## config.mk

```make
export PLATFORM = sky130hd
export DESIGN_NAME = scan_loader_flat
export DESIGN_NICKNAME = d
export VERILOG_FILES = /design/src/rtl/scan_loader_if.sv /design/src/rtl/scan_loader.sv /design/src/flat_wrapper.sv
export SDC_FILE = /design/constraint.sdc
export NUM_CORES = 1
export LEC_CHECK = 0
export BUFFER_PORTS_ARGS = -buffer_cell sky130_fd_sc_hd__buf_2
export CAP_MARGIN = 20
export CORE_MARGIN = 5
export CORE_UTILIZATION = 53
export CTS_BUF_LIST = sky130_fd_sc_hd__clkbuf_4
export DETAILED_ROUTE_END_ITERATION = 8
export PLACE_DENSITY = 0.86
export SLEW_MARGIN = 0
export SYNTH_ARGS = -nofsm -noshare
export SYNTH_HDL_FRONTEND = slang
export SYNTH_SLANG_ARGS = --single-unit
```

## constraint.sdc

```tcl
create_clock -name clk_scan -period 1.9 [get_ports clk_scan]
set_clock_uncertainty 0.2 [all_clocks]
set_input_delay 0.38 -clock clk_scan [delete_from_list [all_inputs] [get_ports clk_scan]]
set_output_delay 0.38 -clock clk_scan [all_outputs]
set_load 0.02 [all_outputs]
```

## src/rtl/scan_loader_if.sv

```systemverilog
// scan_loader_if: word handshake between host and scan_loader
//   wr_valid : host has a word
//   wr_data  : config word, MSB shifted first
//   wr_ready : loader accepts the word this cycle
interface scan_loader_if #(parameter int WORD_W = 32) ();
  logic              wr_valid;
  logic [WORD_W-1:0] wr_data;
  logic              wr_ready;
  modport master (output wr_valid, wr_data, input wr_ready);
  modport slave (input wr_valid, wr_data, output wr_ready);
endinterface

```

## src/rtl/scan_loader.sv

```systemverilog
// scan_loader: serializes host words MSB-first onto the configuration scan chain
//   clk_scan, rst(async, active-high) ; start -> busy/done ; wr (slave handshake)
//   scan_data/scan_shift drive the chain, scan_ret returns from it
//   readback_valid/readback_ok: CRC readback check, built only with SCAN_LOADER_READBACK_EN
module scan_loader #(
  parameter int CHAIN_LEN = 11848,
  parameter int WORD_W    = 32,
  parameter int CLK_DIV   = 4
) (
  input  logic         clk_scan,
  input  logic         rst,
  input  logic         start,
  output logic         busy,
  output logic         done,
  output logic         scan_data,
  output logic         scan_shift,
  input  logic         scan_ret,
  output logic         readback_valid,
  output logic         readback_ok,
  scan_loader_if.slave wr
);
  localparam int RW = $clog2(CHAIN_LEN + 1);
  localparam int BW = $clog2(WORD_W + 1);
  localparam int DW = $clog2(CLK_DIV);
  typedef enum logic [1:0] {IDLE, FETCH, SHIFT, DONE} state_t;
  state_t            state, state_next;
  logic [RW-1:0]     remaining, remaining_next;
  logic [BW-1:0]     word_bits, word_bits_next;
  logic [DW-1:0]     div_cnt, div_cnt_next;
  logic [WORD_W-1:0] sreg, sreg_next;
  assign busy        = state != IDLE;
  assign done        = state == DONE;
  assign wr.wr_ready = state == FETCH;
  assign scan_shift  = state == SHIFT && div_cnt == DW'(CLK_DIV - 1);
  always_comb begin
    state_next     = state;
    remaining_next = remaining;
    word_bits_next = word_bits;
    div_cnt_next   = div_cnt;
    sreg_next      = sreg;
    case (state)
      IDLE: begin
        remaining_next = RW'(CHAIN_LEN);
        if (start) state_next = FETCH;
      end
      FETCH: if (wr.wr_valid) begin
        state_next     = SHIFT;
        sreg_next      = wr.wr_data;
        // a partial last word only contributes its upper `remaining` bits
        word_bits_next = 32'(remaining) < WORD_W ? BW'(remaining) : BW'(WORD_W);
        div_cnt_next   = '0;
      end
      SHIFT: if (scan_shift) begin
        sreg_next      = sreg << 1;
        remaining_next = remaining - 1'b1;
        word_bits_next = word_bits - 1'b1;
        div_cnt_next   = '0;
        if (word_bits == BW'(1)) state_next = remaining == RW'(1) ? DONE : FETCH;
      end else begin
        div_cnt_next = div_cnt + 1'b1;
      end
      default: state_next = IDLE;
    endcase
  end
  always_ff @(posedge clk_scan or posedge rst) begin
    if (rst) begin
      state     <= IDLE;
      remaining <= RW'(CHAIN_LEN);
      word_bits <= '0;
      div_cnt   <= '0;
      sreg      <= '0;
      scan_data <= 1'b0;
    end else begin
      state     <= state_next;
      remaining <= remaining_next;
      word_bits <= word_bits_next;
      div_cnt   <= div_cnt_next;
      sreg      <= sreg_next;
      // flopped so the chain sees a glitch-free bit for the whole divider window
      scan_data <= state_next == SHIFT && sreg_next[WORD_W-1];
    end
  end
`ifdef SCAN_LOADER_READBACK_EN
  logic [15:0] tx_crc, rx_crc, prev_tx_crc;
  logic        prev_loaded;
  function automatic logic [15:0] crc_step(input logic [15:0] c, input logic b);
    return {c[14:0], 1'b0} ^ ((c[15] ^ b) ? 16'h1021 : 16'h0000);
  endfunction
  always_ff @(posedge clk_scan or posedge rst) begin
    if (rst) begin
      tx_crc         <= 16'hFFFF;
      rx_crc         <= 16'hFFFF;
      prev_tx_crc    <= 16'hFFFF;
      prev_loaded    <= 1'b0;
      readback_valid <= 1'b0;
      readback_ok    <= 1'b0;
    end else begin
      if (state == IDLE && start) begin
        tx_crc <= 16'hFFFF;
        rx_crc <= 16'hFFFF;
      end else if (scan_shift) begin
        tx_crc <= crc_step(tx_crc, scan_data);
        rx_crc <= crc_step(rx_crc, scan_ret);
      end
      // the chain is a FIFO, so this load's returned stream is the previous load's sent stream
      if (done) begin
        if (prev_loaded) begin
          readback_ok    <= rx_crc == prev_tx_crc;
          readback_valid <= 1'b1;
        end
        prev_tx_crc <= tx_crc;
        prev_loaded <= 1'b1;
      end
    end
  end
`else
  logic unused_ret;
  assign unused_ret     = scan_ret;
  assign readback_valid = 1'b0;
  assign readback_ok    = 1'b0;
`endif
endmodule

```

## src/flat_wrapper.sv

```systemverilog
// flat-port wrapper written by rule: the top's interface ports become plain ports
module scan_loader_flat 
#(
  parameter int CHAIN_LEN = 11848,
  parameter int WORD_W    = 32,
  parameter int CLK_DIV   = 4
)
  (clk_scan, rst, start, busy, done, scan_data, scan_shift, scan_ret, readback_valid, readback_ok, wr_wr_valid, wr_wr_data, wr_wr_ready);
  scan_loader_if #(.WORD_W(WORD_W)) wr_i ();
  input  logic clk_scan;
  input  logic rst;
  input  logic start;
  output logic busy;
  output logic done;
  output logic scan_data;
  output logic scan_shift;
  input  logic scan_ret;
  output logic readback_valid;
  output logic readback_ok;
  input wire logic [$bits(wr_i.wr_valid)-1:0] wr_wr_valid;
  input wire logic [$bits(wr_i.wr_data)-1:0] wr_wr_data;
  output wire logic [$bits(wr_i.wr_ready)-1:0] wr_wr_ready;
  assign wr_i.wr_valid = wr_wr_valid;
  assign wr_i.wr_data = wr_wr_data;
  assign wr_wr_ready = wr_i.wr_ready;
  scan_loader #(.CHAIN_LEN(CHAIN_LEN), .WORD_W(WORD_W), .CLK_DIV(CLK_DIV)) u_core (.clk_scan(clk_scan), .rst(rst), .start(start), .busy(busy), .done(done), .scan_data(scan_data), .scan_shift(scan_shift), .scan_ret(scan_ret), .readback_valid(readback_valid), .readback_ok(readback_ok), .wr(wr_i));
endmodule
```

==> flow_summary.ini <==
[run_status]
outcome = finished with violations
failed_checks = setup timing

[sta]
rsz0062_at_grt = true
min_period_ns = 2.09
setup_viol = 50
hold_viol = 0
whs_ns = 0.0332
setup_ws_ns = -0.193
drv_slew = 0
fin_setup_tns_ns = -6.33
max_freq_mhz = 478
period_share_pct = 110

[clock_network]
cts_buffer_depth = 2
cts_root_buf = clkbuf_4
cts.sinks = 57
insertion_delay_ns = 0.42
cts.clk_slew.worst_paths_ns = 0.11
cts_max_level = 3
cts_buffers = 9
cts_tree = built

[global_route]
grt.total_usage_pct = 29.5
grt_first_pass_wirelength_um = 16700
antenna_found_initial = 0
grt_overflow_total = 0
grt_max_degree = 46
grt_pass1_vias = 3177

[synthesis]
synthCells = 307
synth-seq-cells = 57
synth_top_area_share_pct = 41.6
synth.cell_area_um2 = 3060
syn_avg_cell_area_um2 = 9.98
async_flop_share_pct = 100
netlist-cell-type-count = 50
synthFlopType = dfrtp_1
yosysWarnings = 0
synth_largest_area_cell = dfrtp_1
synth-edff-count = 0
ys_seq_area_share_pct = 46.8
synth_area_leaders = dfrtp_1 (42%), a22o_1 (9.1%), a22oi_1 (7.3%), nor2_1 (5.3%), dfstp_2 (5.1%)

[cells_and_area]
drive_gt1_share_pct = 42.4
num-fill-cells = 303
area_growth_pct = 45.3
stdcell_area_um2 = 4450
diodes = 0
fin_util_pct = 79.9
nNetsFinal = 447
multi_input_area_um2 = 1750
layout.area.seq_um2 = 1440

[placement]
port_buffers = 40
hpwl_um = 5100
placedInstanceArea_um2 = 3590
place_congestion = 0.834

[setup_path]
crit_path_max_incr_delay_ns = 0.46
path_class = reg2reg
cp_data_required_time_ns = 2.01
slowest_stage = dfrtp_2
crit_path_frequent_cell = buf_6
crit_path_end_kind = flip-flop
critical_path.max_fanout = 7
worstPathArrival_ns = 2.20
path_cells = buf_6 > inv_6 > ha_4 > mux2i_4 > nand2b_4 > buf_6 > buf_12 > nor2_4 > a22o_1
startpoint_type = flip-flop

[route]
totalWireLength_um = 10800
drc = 0
vias_per_cell = 6.68
drt_iter0_markers = 397
drt-pass1-iter-count = 5
antenna_left = 0
via_count = 3192
routedWlPerCell_um = 22.5

[floorplanning]
io-pin-count = 44
dieArea_um2 = 7400
rows = 27
fp.dieW_um = 86.0
start_util_pct = 55.0
core_region_area_um2 = 5570
die_y_um = 86.0

[flow_run]
maxCapViolations = 0

[power_and_ir_drop]
irDropWorstVdd_v = 0.000798
powerDensity_nw_per_um2 = 1350
leakage_nw = 1.98

[hold_path]
hold_class = in2reg
==> final timing paths <==
path                            startpoint                   to  slack (ns)  cells after the start
max                        u_core.state[1]      u_core.sreg[22]       -0.19                      9
min                          wr_wr_data[0]       u_core.sreg[0]        0.03                      3
max reg2reg                u_core.state[1]      u_core.sreg[22]       -0.19                      9
min reg2reg                 u_core.sreg[0]       u_core.sreg[0]        0.29                      2
max in group asynchronous              rst  u_core.remaining[6]        0.64                      4
min in group asynchronous              rst      u_core.state[1]        0.26                      3
==> cell usage in the layout (no fill, tap or decap), types with 3 or more instances in the layout <==
master / count
nor4_4: 3
ha_4: 5
nand2b_1: 4
nand3_1: 9
nor2_1: 40
inv_1: 6
ha_1: 4
dfstp_2: 6
nor3_1: 4
a22o_1: 32
buf_16: 3
buf_4: 35
buf_6: 21
a22oi_1: 30
o21ai_0: 8
buf_2: 36
o21ai_2: 3
dfrtp_1: 50
buf_12: 6
clkinv_4: 4
a21oi_1: 4
a21o_1: 3
clkbuf_4: 9
nand2_1: 7
==> area by class of cell <==
type                       instances  area share [%]
inverter                          11            1.29
clock buffer                       9            1.52
multi-input combinational        217            39.3
clock inverter                     7            2.30
tap                               72            2.02
timing repair buffer             105            21.3
sequential                        57            32.2
==> where the power goes <==
part           switching, W  internal, W
combinational       0.00167      0.00157
sequential         0.000206      0.00146
clock              0.000542     0.000543
==> worst max-delay path: cells and delay by family, from the launching register on <==
family / cells / cell delay (ns)
AOI/OAI and AO/OA: 1 / 0.19
adders and majority gates: 1 / 0.17
buffers and inverters: 4 / 0.44
DFF: 1 / 0.46
muxes: 1 / 0.23
and+or+nand+nor: 2 / 0.28
==> cells by family (layout without fill, tap and decap cells) <==
family,Yosys count,after routing,share of synthesized area [%]
AOI/OAI and AO/OA,98,98,24.3
xor gates and xnor gates,3,3,0.858
adders and majority gates,9,9,3.68
buffers and inverters,34,132,5.80
DFF,57,57,46.8
muxes,4,4,1.31
other,1,2,0.122
and+or+nand+nor,101,101,17.1
==> registers in the layout, indices dropped and copies added (netlist names) <==
signal	cells
u_core.div_cnt	2
u_core.remaining	14
u_core.scan_data	1
u_core.sreg	32
u_core.state	2
u_core.word_bits	6
==> timing repair <==
| item | in CTS | in global routing |
|---|---|---|
| setup endpoints to repair | 45 | 53 |
| endpoints found under the hold margin | 12 | 0 |
| setup buffers | 24 | 3 |
| pin swaps | 16 | 22 |
| cloned | 4 | 1 |
| hold buffers | 1 | 0 |
| resized for setup | 61 | 31 |
==> cell usage after synthesis, types with 3 or more instances <==
library cell and count:
nand2b_1 7, dfrtp_1 51, a21o_1 3, nand3_1 9, a22oi_1 30, buf_6 3, nor4_1 3, mux2i_1 4
dfstp_2 6, a21oi_1 5, nand2_1 11, inv_1 10, buf_1 3, buf_4 7, o21ai_0 12, clkbuf_1 9
a22o_1 32, nor2_1 43, nor3_1 6, ha_1 9
==> per-stage QoR <==
step | power [W] | setup slack, ns | instances
2_1_floorplan | 0.00301 | -0.0172 | 308
3_3_place_gp | 0.00359 | -0.0248 | 433
3_5_place_dp | 0.00367 | -0.122 | 433
4_1_cts | 0.00573 | -0.152 | 478
5_1_grt | 0.00622 | -0.240 | 478
6_report | 0.00599 | -0.193 | 478
==> layer usage <==
| metal | wire, um | global-route usage, % | vias to the layer above |
|---|---|---|---|
| met1 | 4000 | 36.9 | 1534 |
| met3 | 955 | 5.96 | 76 |
| li1 | - | - | 1331 |
| met5 | 0 | 0 | - |
| met2 | 5060 | 47.2 | 251 |
| met4 | 733 | 17.1 | 0 |
Power figures use the tool's default switching activity.
